--- config.mk ---
export PLATFORM = sky130hd
export DESIGN_NAME = alsu_cmd_sequencer_flat
export DESIGN_NICKNAME = d
export VERILOG_FILES = /design/src/rtl/alsu_cmd_sequencer_if.sv /design/src/rtl/alsu_cmd_sequencer.sv /design/src/flat_wrapper.sv
export SDC_FILE = /design/constraint.sdc
export NUM_CORES = 1
export LEC_CHECK = 0
export ABC_AREA = 1
export BUFFER_PORTS_ARGS = -buffer_cell sky130_fd_sc_hd__clkbuf_2
export CAP_MARGIN = 10
export CELL_PAD_IN_SITES_DETAIL_PLACEMENT = 0
export CELL_PAD_IN_SITES_GLOBAL_PLACEMENT = 1
export CORE_MARGIN = 2
export CORE_UTILIZATION = 46
export DETAILED_ROUTE_END_ITERATION = 7
export PLACE_DENSITY_LB_ADDON = 0.1
export SLEW_MARGIN = 20
export SYNTH_ARGS = -nofsm -noshare
export SYNTH_HDL_FRONTEND = slang
export SYNTH_SLANG_ARGS = --single-unit
--- constraint.sdc ---
create_clock -name clk -period 3.9 [get_ports clk]
set_input_delay 0.78 -clock clk [delete_from_list [all_inputs] [get_ports clk]]
set_output_delay 0.78 -clock clk [all_outputs]
set_load 0.1 [all_outputs]
--- src/rtl/alsu_cmd_sequencer_if.sv ---
// alsu_cmd_sequencer_if: valid/ready command word channel into the ALSU command sequencer
interface alsu_cmd_sequencer_if;
    logic        cmd_valid;
    logic        cmd_ready;
    logic [19:0] cmd_data;
    modport master (output cmd_valid, output cmd_data, input cmd_ready);
    modport slave (input cmd_valid, input cmd_data, output cmd_ready);
endinterface

--- src/rtl/alsu_cmd_sequencer.sv ---
// alsu_cmd_sequencer: FIFO-buffered ALSU command issue with shift/rotate repeat and delayed result strobe
module alsu_cmd_sequencer #(
    parameter int DEPTH   = 4,
    parameter int RES_LAT = 2
) (
    input  logic                     clk,
    input  logic                     rst,
    alsu_cmd_sequencer_if.slave      cmd,
    input  logic                     flush,
    output logic [2:0]               A,
    output logic [2:0]               B,
    output logic [2:0]               opcode,
    output logic                     cin,
    output logic                     serial_in,
    output logic                     red_op_A,
    output logic                     red_op_B,
    output logic                     bypass_A,
    output logic                     bypass_B,
    output logic                     direction,
    output logic                     issue_valid,
    output logic                     res_valid,
    output logic                     busy,
    output logic [$clog2(DEPTH):0]   fifo_count
);
    localparam int PW = $clog2(DEPTH);
    localparam int CW = PW + 1;
    localparam logic [1:0] IDLE = 2'd0, ISSUE = 2'd1, REPEAT = 2'd2;
    logic [19:0]        mem [DEPTH];
    logic [PW-1:0]      wr_ptr, rd_ptr;
    logic [1:0]         state;
    logic [3:0]         rep_cnt, rpt_eff;
    logic [15:0]        pins;
    logic [RES_LAT-1:0] res_sh;
    logic [19:0]        head;
    logic               push, pop, hold;
    assign head = mem[rd_ptr];
    // repeat only applies to shift (4) and rotate (5)
    assign rpt_eff = (head[9:7] == 3'd4 || head[9:7] == 3'd5) ? head[19:16] : 4'd0;
    assign cmd.cmd_ready = !rst && fifo_count < CW'(DEPTH);
    assign push = cmd.cmd_valid && cmd.cmd_ready && !flush;
    assign hold = state == REPEAT && rep_cnt != 4'd0;
    assign pop = !hold && fifo_count != '0 && !flush;
    assign {A, B, opcode, cin, serial_in, red_op_A, red_op_B, bypass_A, bypass_B, direction} = pins;
    assign res_valid = res_sh[RES_LAT-1];
    assign busy = fifo_count != '0 || state != IDLE;
    always_ff @(posedge clk) begin
        if (rst) begin
            wr_ptr      <= '0;
            rd_ptr      <= '0;
            fifo_count  <= '0;
            state       <= IDLE;
            rep_cnt     <= '0;
            pins        <= '0;
            issue_valid <= 1'b0;
            res_sh      <= '0;
        end else begin
            res_sh <= (res_sh << 1) | RES_LAT'(issue_valid);
            if (push) mem[wr_ptr] <= cmd.cmd_data;
            if (flush) begin
                wr_ptr      <= '0;
                rd_ptr      <= '0;
                fifo_count  <= '0;
                state       <= IDLE;
                rep_cnt     <= '0;
                pins        <= '0;
                issue_valid <= 1'b0;
            end else begin
                wr_ptr     <= wr_ptr + PW'(push);
                rd_ptr     <= rd_ptr + PW'(pop);
                fifo_count <= fifo_count + CW'(push) - CW'(pop);
                if (hold) begin
                    rep_cnt <= rep_cnt - 4'd1;
                end else if (pop) begin
                    pins        <= head[15:0];
                    issue_valid <= 1'b1;
                    rep_cnt     <= rpt_eff;
                    state       <= rpt_eff == 4'd0 ? ISSUE : REPEAT;
                end else begin
                    pins        <= '0;
                    issue_valid <= 1'b0;
                    state       <= IDLE;
                end
            end
        end
    end
endmodule

--- src/flat_wrapper.sv ---
// flat-port wrapper written by rule: the top's interface ports become plain ports
module alsu_cmd_sequencer_flat 
#(
    parameter int DEPTH   = 4,
    parameter int RES_LAT = 2
)
  (clk, rst, flush, A, B, opcode, cin, serial_in, red_op_A, red_op_B, bypass_A, bypass_B, direction, issue_valid, res_valid, busy, fifo_count, cmd_cmd_valid, cmd_cmd_data, cmd_cmd_ready);
  alsu_cmd_sequencer_if cmd_i ();
  input  logic clk;
  input  logic rst;
  input  logic flush;
  output logic [2:0] A;
  output logic [2:0] B;
  output logic [2:0] opcode;
  output logic cin;
  output logic serial_in;
  output logic red_op_A;
  output logic red_op_B;
  output logic bypass_A;
  output logic bypass_B;
  output logic direction;
  output logic issue_valid;
  output logic res_valid;
  output logic busy;
  output logic [$clog2(DEPTH):0] fifo_count;
  input wire logic [$bits(cmd_i.cmd_valid)-1:0] cmd_cmd_valid;
  input wire logic [$bits(cmd_i.cmd_data)-1:0] cmd_cmd_data;
  output wire logic [$bits(cmd_i.cmd_ready)-1:0] cmd_cmd_ready;
  assign cmd_i.cmd_valid = cmd_cmd_valid;
  assign cmd_i.cmd_data = cmd_cmd_data;
  assign cmd_cmd_ready = cmd_i.cmd_ready;
  alsu_cmd_sequencer #(.DEPTH(DEPTH), .RES_LAT(RES_LAT)) u_core (.clk(clk), .rst(rst), .cmd(cmd_i), .flush(flush), .A(A), .B(B), .opcode(opcode), .cin(cin), .serial_in(serial_in), .red_op_A(red_op_A), .red_op_B(red_op_B), .bypass_A(bypass_A), .bypass_B(bypass_B), .direction(direction), .issue_valid(issue_valid), .res_valid(res_valid), .busy(busy), .fifo_count(fifo_count));
endmodule
==> impl_metrics.py, run 1 <==
metrics = {
    "grt": {
        "grt_pass1_wl_um": 13500,
        "grt_pass1_vias": 2737,
        "gr-total-overflow": 0,
        "antenna_found_initial": 0,
        "grt_use_total_pct": 17.2,
        "grt_max_degree": 44,
    },
    "synthesis": {
        "synth_cells": 399,
        "synth_top_cells_by_count": "nand2_1 (96), edfxtp_1 (80), inv_1 (38), dfxtp_1 (32), nand3_1 (31)",
        "ys.flop_type": "edfxtp_1",
        "ys_seq_elements": 112,
        "synth-edff-count": 80,
        "async_reset_ff_share_pct": 0,
        "syn_nets": 429,
        "ys_seq_area_share_pct": 67.3,
        "synth.most_common_cell": "nand2_1",
        "ys_top_cells_by_area": "edfxtp_1 (53%), dfxtp_1 (14%), nand2_1 (8.0%)",
        "syn_area_um2": 4520,
        "yosysWarnings": 0,
        "synth.avg_cell_area_um2": 11.3,
        "synth_top_area_share_pct": 53.1,
        "ys_types": 32,
        "yosys.area.top_type": "edfxtp_1",
    },
    "worst_setup_path": {
        "cp_cell_sequence": "inv_1, nand3_1, or3_1, clkbuf_2",
        "cp.arrival_ns": 1.60,
        "slowest_stage": "clkbuf_2",
        "crit_fanout": 4,
        "worst_r2r_endpoint": "u_core.fifo_count[1]$_SDFF_PP0_",
        "critPathKind": "reg -> out",
        "reg2reg_from": "u_core.rep_cnt[0]$_SDFFE_PP0P_",
        "crit_buf_inv": 2,
        "critPathMaxStageDelay_ns": 0.37,
        "crit_path_start_kind": "register",
        "worstPathRequired_ns": 3.12,
        "endpoint_kind": "output pin",
        "reg2reg_setup_slack_ns": 1.57,
        "crit_family": "buffers and inverters",
        "rr_worst_depth": 12,
    },
    "layout": {
        "multiInputGateArea_um2": 1220,
        "fillers": 904,
        "antennaDiodeCount": 0,
        "nets": 475,
        "stdcell_area_um2": 5060,
        "final_layout_size_suffix_gt1_share_pct": 19.8,
        "ff_latch_area_um2": 3040,
        "area_growth_syn_to_layout_pct": 11.9,
    },
    "timing": {
        "tightest_slew_ns": 1.06,
        "hold_viol": 0,
        "drv_slew": 0,
        "fin_tns_setup_ns": 0,
        "rsz0062_at_grt": "false",
        "min_period_ns": 2.38,
        "period_share_pct": 61.0,
        "setup_viol": 0,
        "fin_skew_ns": 0.00900,
        "relSlewSlack_pct": 29.4,
        "fmax_mhz": 420,
    },
    "cts": {
        "hold_buffers": 0,
        "h-tree-depth": 3,
        "clock_latency_ns": 0.36,
        "cts_resized": 0,
        "root_buffer": "clkbuf_8",
        "cts_setup_buffers": 0,
        "cts_tree": "built",
        "cts_buffers": 9,
        "clock_sinks": 112,
        "clock_tree.buffer_depth": 2,
        "clk_pin_slew_ns": 0.10,
    },
    "route": {
        "drc": 0,
        "wl_per_cell_um": 14.3,
        "firstDrtPassIters": 4,
        "drt_wl_total_um": 8330,
        "drtIter0Drc": 90,
        "vias_per_cell": 4.86,
        "via_count": 2834,
        "ant_nets": 0,
    },
    "floorplan": {
        "dieWidth_um": 103,
        "die_area_um2": 10600,
        "die_h_um": 103,
        "rows": 36,
        "pin_count": 47,
        "coreArea_um2": 9640,
        "start_util_pct": 46.9,
    },
    "hold_path": {
        "hold_path_class": "reg -> reg",
        "min_to": "u_core.res_sh[1]$_SDFF_PP0_",
        "hold_path_depth": 2,
        "min-delay-start": "u_core.res_sh[0]$_SDFF_PP0_",
    },
    "power_and_ir_drop": {
        "ir_worst_vdd_mv": 0.219,
        "power_per_cell_area_nw_per_um2": 413,
        "p_leak_uw": 0.00203,
    },
    "place": {
        "dp_hpwl_um": 5110,
        "gp_congestion": 0.728,
        "port-buffer-count": 46,
        "place_area_um2": 4870,
    },
    "status": {
        "status": "completed",
    },
    "run": {
        "maxCapViolations": 0,
    },
}
## final cells by class
class,instances,share of cell area [%]
sequential,112,60.1
multi-input combinational,228,24.2
timing repair buffer,52,5.44
tap,133,3.29
inverter,42,3.24
clock buffer,9,2.45
clock inverter,7,1.31
## where the power goes
part / total, uW / switching, uW / internal [uW] / leakage (uW)
clock: 643 / 397 / 246 / 0.0000961
sequential: 1290 / 6.02 / 1290 / 0.000981
combinational: 157 / 118 / 38.8 / 0.000950
## layout by cell type (no fill, tap or decap), types with 6 or more instances in the layout
cell      instances
a21oi_1          17
a32o_1           13
edfxtp_1         80
clkbuf_8          9
buf_4             6
dfxtp_1          32
nand3_1          31
clkbuf_2         46
inv_1            38
o21ai_2           9
nand2_1          96
o21ai_0          13
nor2_1           22
## tightest hold or removal path: stages (launching register included)
cell     delay [ns]
dfxtp_1        0.31
inv_1          0.04
nor2_1         0.03
## routing by layer
metal | GRT usage (%) | vias up | part of all wire (%)
li1 | - | 1456 | -
met1 | 22.0 | 1311 | 44
met2 | 28.8 | 52 | 50
met3 | 3.73 | 15 | 3.8
met4 | 6.88 | 0 | 1.7
met5 | 0 | - | 0
## registers in the layout, summed over array words and instances (netlist names)
| register | count |
|---|---|
| u_core.mem | 80 |
| u_core.pins | 16 |
| u_core.rep_cnt | 4 |
| u_core.fifo_count | 3 |
| u_core.rd_ptr | 2 |
| u_core.res_sh | 2 |
| u_core.state | 2 |
| u_core.wr_ptr | 2 |
| u_core.issue_valid | 1 |
## cells by family after synthesis
kind of cell    share of synthesized area (%)
simple gates                             15.0
flops                                    67.3
buf+inv                                  6.11
compound gates                           8.96
fa+ha+maj                                1.83
xor+xnor                                0.775
## stage by stage
step	cells	utilization, %	hold slack, ns	worst slack [ns]	total power (uW)
after global placement	567	50.5	0.402	1.46	1480
final	583	52.5	0.411	1.52	2090
after detailed placement	567	50.5	0.397	1.41	1480
after CTS	583	52.5	0.412	1.50	2110
after global routing	583	52.5	0.443	1.35	2180
after floorplan	399	-	0.388	0.830	1440
## worst max-delay path by stage
stage	from	endpoint	slack, ns	depth (start not counted)
5_1_grt	u_core.rep_cnt[0]$_SDFFE_PP0P_	u_core.fifo_count[2]$_SDFF_PP0_	1.35	12
2_1_floorplan	flush	u_core.mem[0][0]$_DFFE_PP_	0.83	4
6_report	u_core.fifo_count[2]$_SDFF_PP0_	busy	1.52	4
4_1_cts	u_core.fifo_count[2]$_SDFF_PP0_	busy	1.50	4
3_5_place_dp	rst	u_core.fifo_count[1]$_SDFF_PP0_	1.41	9
3_3_place_gp	rst	u_core.fifo_count[1]$_SDFF_PP0_	1.46	9
Power figures use the tool's default switching activity.
==> inputs of run 2 (changes only) <==
Settings changed: CORE_UTILIZATION 46 to 42.
Clock period 3.9 ns to 2.1 ns, I/O delays scaled along.
==> impl_metrics.py, run 2 (synthesis gave the netlist of run 1 again) <==
metrics = {
    "grt": {
        "gr-total-overflow": 0,
        "antenna_found_initial": 0,
        "grt_pass1_wl_um": 14600,
        "grt_pass1_vias": 2841,
        "grt_max_degree": 25,
        "grt_use_total_pct": 16.9,
    },
    "place": {
        "dp_hpwl_um": 5710,
        "place_area_um2": 5030,
        "gp_congestion": 0.750,
        "port-buffer-count": 46,
        "place_ws_ns": 0.0474,
    },
    "cts": {
        "cts_tree": "built",
        "cts_buffers": 9,
        "clock_latency_ns": 0.37,
        "hold_buffers": 0,
        "clock_tree.buffer_depth": 2,
        "root_buffer": "clkbuf_8",
        "clock_sinks": 112,
        "h-tree-depth": 3,
        "clk_pin_slew_ns": 0.11,
    },
    "worst_setup_path": {
        "crit_buf_inv": 2,
        "endpoint_kind": "output pin",
        "slowest_stage": "dfxtp_4",
        "crit_path_start_kind": "register",
        "crit_fanout": 2,
        "cp_cell_sequence": "inv_1, nand3_1, or3_1, buf_2",
        "critPathKind": "reg -> out",
        "critPathMaxStageDelay_ns": 0.35,
        "crit_family": "simple AND/OR/NAND/NOR gates",
        "worst_r2r_endpoint": "u_core.fifo_count[1]$_SDFF_PP0_",
        "reg2reg_from": "u_core.rep_cnt[1]$_SDFFE_PP0P_",
        "rr_worst_depth": 12,
        "worstPathRequired_ns": 1.68,
        "reg2reg_setup_slack_ns": 0.15,
        "cp.arrival_ns": 1.59,
    },
    "route": {
        "highest_layer": "met4",
        "ant_nets": 0,
        "firstDrtPassIters": 4,
        "vias_per_cell": 4.97,
        "wl_met3_um": 293,
        "wl_per_cell_um": 15.1,
        "via_count": 2966,
        "drt_wl_total_um": 9040,
        "drc": 0,
        "drtIter0Drc": 153,
        "m1WireLength_um": 4200,
        "wl_met2_um": 4380,
    },
    "timing": {
        "hold_viol": 0,
        "period_share_pct": 95.5,
        "holdWs_ns": 0.255,
        "setup_ws_ns": 0.0936,
        "tightest_slew_ns": 0.550,
        "fmax_mhz": 498,
        "rsz0062_at_grt": "false",
        "setup_viol": 0,
        "relSlewSlack_pct": 63.5,
        "fin_skew_ns": 0.00884,
        "drv_slew": 0,
        "min_period_ns": 2.01,
    },
    "layout": {
        "area_growth_syn_to_layout_pct": 16.8,
        "nets": 486,
        "final_layout_size_suffix_gt1_share_pct": 24.7,
        "layout_commonest_cell": "nand2_1",
        "stdcell_area_um2": 5280,
        "largest_reg_flops": 80,
        "final_cell_mix": "nand2_1 (95), edfxtp_1 (80), clkbuf_2 (45)",
        "top_register": "u_core.mem",
        "fillers": 956,
        "reg_top3": "u_core.mem (80), u_core.pins (16), u_core.rep_cnt (4)",
        "antennaDiodeCount": 0,
    },
    "floorplan": {
        "rows": 37,
        "die_h_um": 108,
        "start_util_pct": 43.6,
        "pin_count": 47,
        "coreArea_um2": 10400,
        "die_area_um2": 11600,
        "dieWidth_um": 108,
    },
    "hold_path": {
        "min-delay-start": "cmd_cmd_data[4]",
        "hold_path_class": "in -> reg",
        "hold_path_depth": 1,
        "min_to": "u_core.mem[1][4]$_DFFE_PP_",
    },
    "power_and_ir_drop": {
        "p_total_uw": 3930,
        "ir_worst_vdd_mv": 0.337,
        "p_leak_uw": 0.00209,
        "power_per_cell_area_nw_per_um2": 743,
    },
    "run": {
        "maxCapViolations": 0,
    },
    "status": {
        "status": "completed",
    },
}
[run 2: worst max path at each step]
stage / to / cells after the start / slack (ns) / startpoint
after floorplan: u_core.mem[1][0]$_DFFE_PP_ / 4 / -0.14 / flush
after global placement: u_core.fifo_count[2]$_SDFF_PP0_ / 12 / 0.09 / u_core.rep_cnt[1]$_SDFFE_PP0P_
after detailed placement: u_core.fifo_count[2]$_SDFF_PP0_ / 12 / 0.05 / u_core.rep_cnt[1]$_SDFFE_PP0P_
after CTS: busy / 4 / 0.02 / u_core.fifo_count[1]$_SDFF_PP0_
after global routing: u_core.fifo_count[1]$_SDFF_PP0_ / 12 / 0.01 / u_core.rep_cnt[1]$_SDFFE_PP0P_
final: busy / 4 / 0.09 / u_core.fifo_count[0]$_SDFF_PP0_
[run 2: final cells by class]
class	instances	area, um^2	share of cell area, %
sequential	112	3060	57.8
tap	136	170	3.22
clock buffer	9	124	2.34
multi-input combinational	228	1290	24.5
inverter	42	166	3.15
timing repair buffer	63	408	7.72
clock inverter	7	66.3	1.26
[run 2: report_power, final]
part	internal (uW)	total (uW)	switching (uW)	leakage [uW]
sequential	2390	2400	11.4	0.000983
combinational	83.8	316	232	0.00101
clock	456	1210	757	0.0000945
total	2930	3930	1000	0.00209
[run 2: routing by layer]
layer,GRT usage [%],vias to the layer above
met2,28.4,47
li1,-,1479
met4,6.04,0
met1,21.7,1425
met3,3.21,15
met5,0,-
[run 2: timing repair]
item | CTS | global route
setup endpoints to repair | 0 | 3
gates resized for setup | 0 | 14
endpoints found under the hold margin | 0 | 0
buffers inserted | 0 | 2
[run 2: per-stage QoR]
| stage | utilization (%) | cells | TNS, ns |
|---|---|---|---|
| floorplan | - | 399 | -5.52 |
| global placement | 48.5 | 579 | 0 |
| detailed placement | 48.5 | 579 | 0 |
| CTS | 50.3 | 595 | 0 |
| global route | 50.9 | 597 | 0 |
| finish | 50.9 | 597 | 0 |
==> inputs of run 3 (changes only) <==
Settings changed: RECOVER_POWER set to 25.
==> impl_metrics.py, run 3 (synthesis gave the netlist of run 1 again) <==
metrics = {
    "layout": {
        "largest_reg_flops": 80,
        "nets": 486,
        "top_register": "u_core.mem",
        "final_layout_size_suffix_gt1_share_pct": 21.3,
        "final_cells": 597,
        "layout_commonest_cell": "nand2_1",
        "multiInputGateArea_um2": 1290,
        "final_cell_mix": "nand2_1 (95), edfxtp_1 (80), inv_1 (35)",
        "antennaDiodeCount": 0,
        "fillers": 964,
        "area_growth_syn_to_layout_pct": 16.3,
        "reg_top3": "u_core.mem (80), u_core.pins (16), u_core.rep_cnt (4)",
        "ff_latch_area_um2": 3060,
        "utilization_pct": 50.7,
    },
    "worst_setup_path": {
        "slowest_stage": "dfxtp_4",
        "cp.arrival_ns": 1.59,
        "reg2reg_setup_slack_ns": 0.15,
        "rr_worst_depth": 12,
        "worst_r2r_endpoint": "u_core.fifo_count[1]$_SDFF_PP0_",
        "worstPathRequired_ns": 1.68,
        "reg2reg_from": "u_core.rep_cnt[1]$_SDFFE_PP0P_",
        "crit_path_start_kind": "register",
        "critPathKind": "reg -> out",
        "critPathMaxStageDelay_ns": 0.35,
        "endpoint_kind": "output pin",
        "crit_fanout": 2,
        "cp_cell_sequence": "inv_1, nand3_1, or3_1, buf_2",
    },
    "hold_path": {
        "hold_path_class": "in -> reg",
        "min_to": "u_core.mem[2][18]$_DFFE_PP_",
        "min-delay-start": "cmd_cmd_data[18]",
        "hold_path_depth": 1,
    },
    "place": {
        "gp_congestion": 0.750,
        "dp_hpwl_um": 5710,
        "placedCellCount": 579,
        "port-buffer-count": 46,
        "place_ws_ns": 0.0474,
    },
    "timing": {
        "rsz0062_at_grt": "false",
        "hold_viol": 0,
        "min_period_ns": 2.01,
        "period_share_pct": 95.6,
        "fin_tns_setup_ns": 0,
        "drv_slew": 0,
        "setup_ws_ns": 0.0926,
        "setup_viol": 0,
        "tightest_slew_ns": 0.550,
        "fmax_mhz": 498,
        "fin_skew_ns": 0.00798,
        "relSlewSlack_pct": 63.5,
    },
    "grt": {
        "grt_pass1_wl_um": 14600,
        "grt-busiest-layer": "met2",
        "use_met2_pct": 28.4,
        "grt_max_degree": 25,
        "grt_use_total_pct": 16.9,
        "use_met3_pct": 3.21,
        "use_met1_pct": 21.7,
        "antenna_found_initial": 0,
        "grt_pass1_vias": 2841,
        "gr-total-overflow": 0,
    },
    "power_and_ir_drop": {
        "p_total_uw": 3930,
        "power_per_cell_area_nw_per_um2": 746,
        "p_leak_uw": 0.00204,
        "ir_worst_vdd_mv": 0.337,
    },
    "route": {
        "wl_per_cell_um": 15.2,
        "vias_per_cell": 4.99,
        "ant_nets": 0,
        "drt_wl_total_um": 9080,
        "via_count": 2982,
        "drc": 0,
        "firstDrtPassIters": 4,
        "drtIter0Drc": 163,
    },
    "status": {
        "status": "completed",
    },
    "cts": {
        "cts_tree": "built",
        "clk_pin_slew_ns": 0.10,
        "clock_tree.buffer_depth": 2,
        "clock_latency_ns": 0.37,
        "root_buffer": "clkbuf_8",
        "clock_sinks": 112,
        "h-tree-depth": 3,
        "cts_buffers": 9,
    },
    "floorplan": {
        "rows": 37,
        "coreArea_um2": 10400,
        "start_util_pct": 43.6,
        "dieWidth_um": 108,
        "die_area_um2": 11600,
        "die_h_um": 108,
        "pin_count": 47,
    },
    "run": {
        "maxCapViolations": 0,
    },
}
-- run 3: cell counts in the layout (fill, tap and decap cells not counted) --
No cell type changed its count.
-- run 3: worst max path at each step --
stage / startpoint / to / slack, ns
detailed placement: u_core.rep_cnt[1]$_SDFFE_PP0P_ / u_core.fifo_count[2]$_SDFF_PP0_ / 0.05
finish: u_core.fifo_count[0]$_SDFF_PP0_ / busy / 0.09
floorplan: flush / u_core.mem[1][0]$_DFFE_PP_ / -0.14
CTS: u_core.fifo_count[1]$_SDFF_PP0_ / busy / 0.02
global placement: u_core.rep_cnt[1]$_SDFFE_PP0P_ / u_core.fifo_count[2]$_SDFF_PP0_ / 0.09
global route: u_core.rep_cnt[1]$_SDFFE_PP0P_ / u_core.fifo_count[1]$_SDFF_PP0_ / 0.01
-- run 3: power by group --
group          switching (uW)  leakage [uW]  internal (uW)  total (uW)
combinational             232      0.000966           79.8         312
clock                     759     0.0000945            456        1220
sequential               11.4      0.000983           2390        2400
total                    1000       0.00204           2920        3930
-- run 3: what timing repair did --
item / CTS / global route
hold buffers: 0 / 0
setup buffers: 0 / 2
gates resized for setup: 0 / 14
endpoints found under the setup margin: 0 / 3
-- run 3: final cells by class --
type                       instances  area share, %
sequential                       112           58.1
multi-input combinational        228           24.6
timing repair buffer              63           7.37
clock inverter                     7           1.26
tap                              136           3.23
clock buffer                       9           2.35
inverter                          42           3.16
-- run 3: worst max-delay path: cells and delay by family (launching register included) --
family,cells,cell delay (ns)
buf+inv,2,0.41
flops,1,0.35
simple gates,2,0.45
-- run 3: metal layers --
layer / share of wire [%] / wire length (um)
met5: 0 / 0
met4: 1.6 / 149
met3: 3.5 / 319
met2: 48 / 4390
met1: 47 / 4220
-- run 3: stage by stage --
step / hold slack [ns] / instance area [um^2]
2_1_floorplan: 0.388 / 4570
3_3_place_gp: 0.398 / 5030
3_5_place_dp: 0.396 / 5030
4_1_cts: 0.238 / 5220
5_1_grt: 0.267 / 5260
6_report: 0.268 / 5260
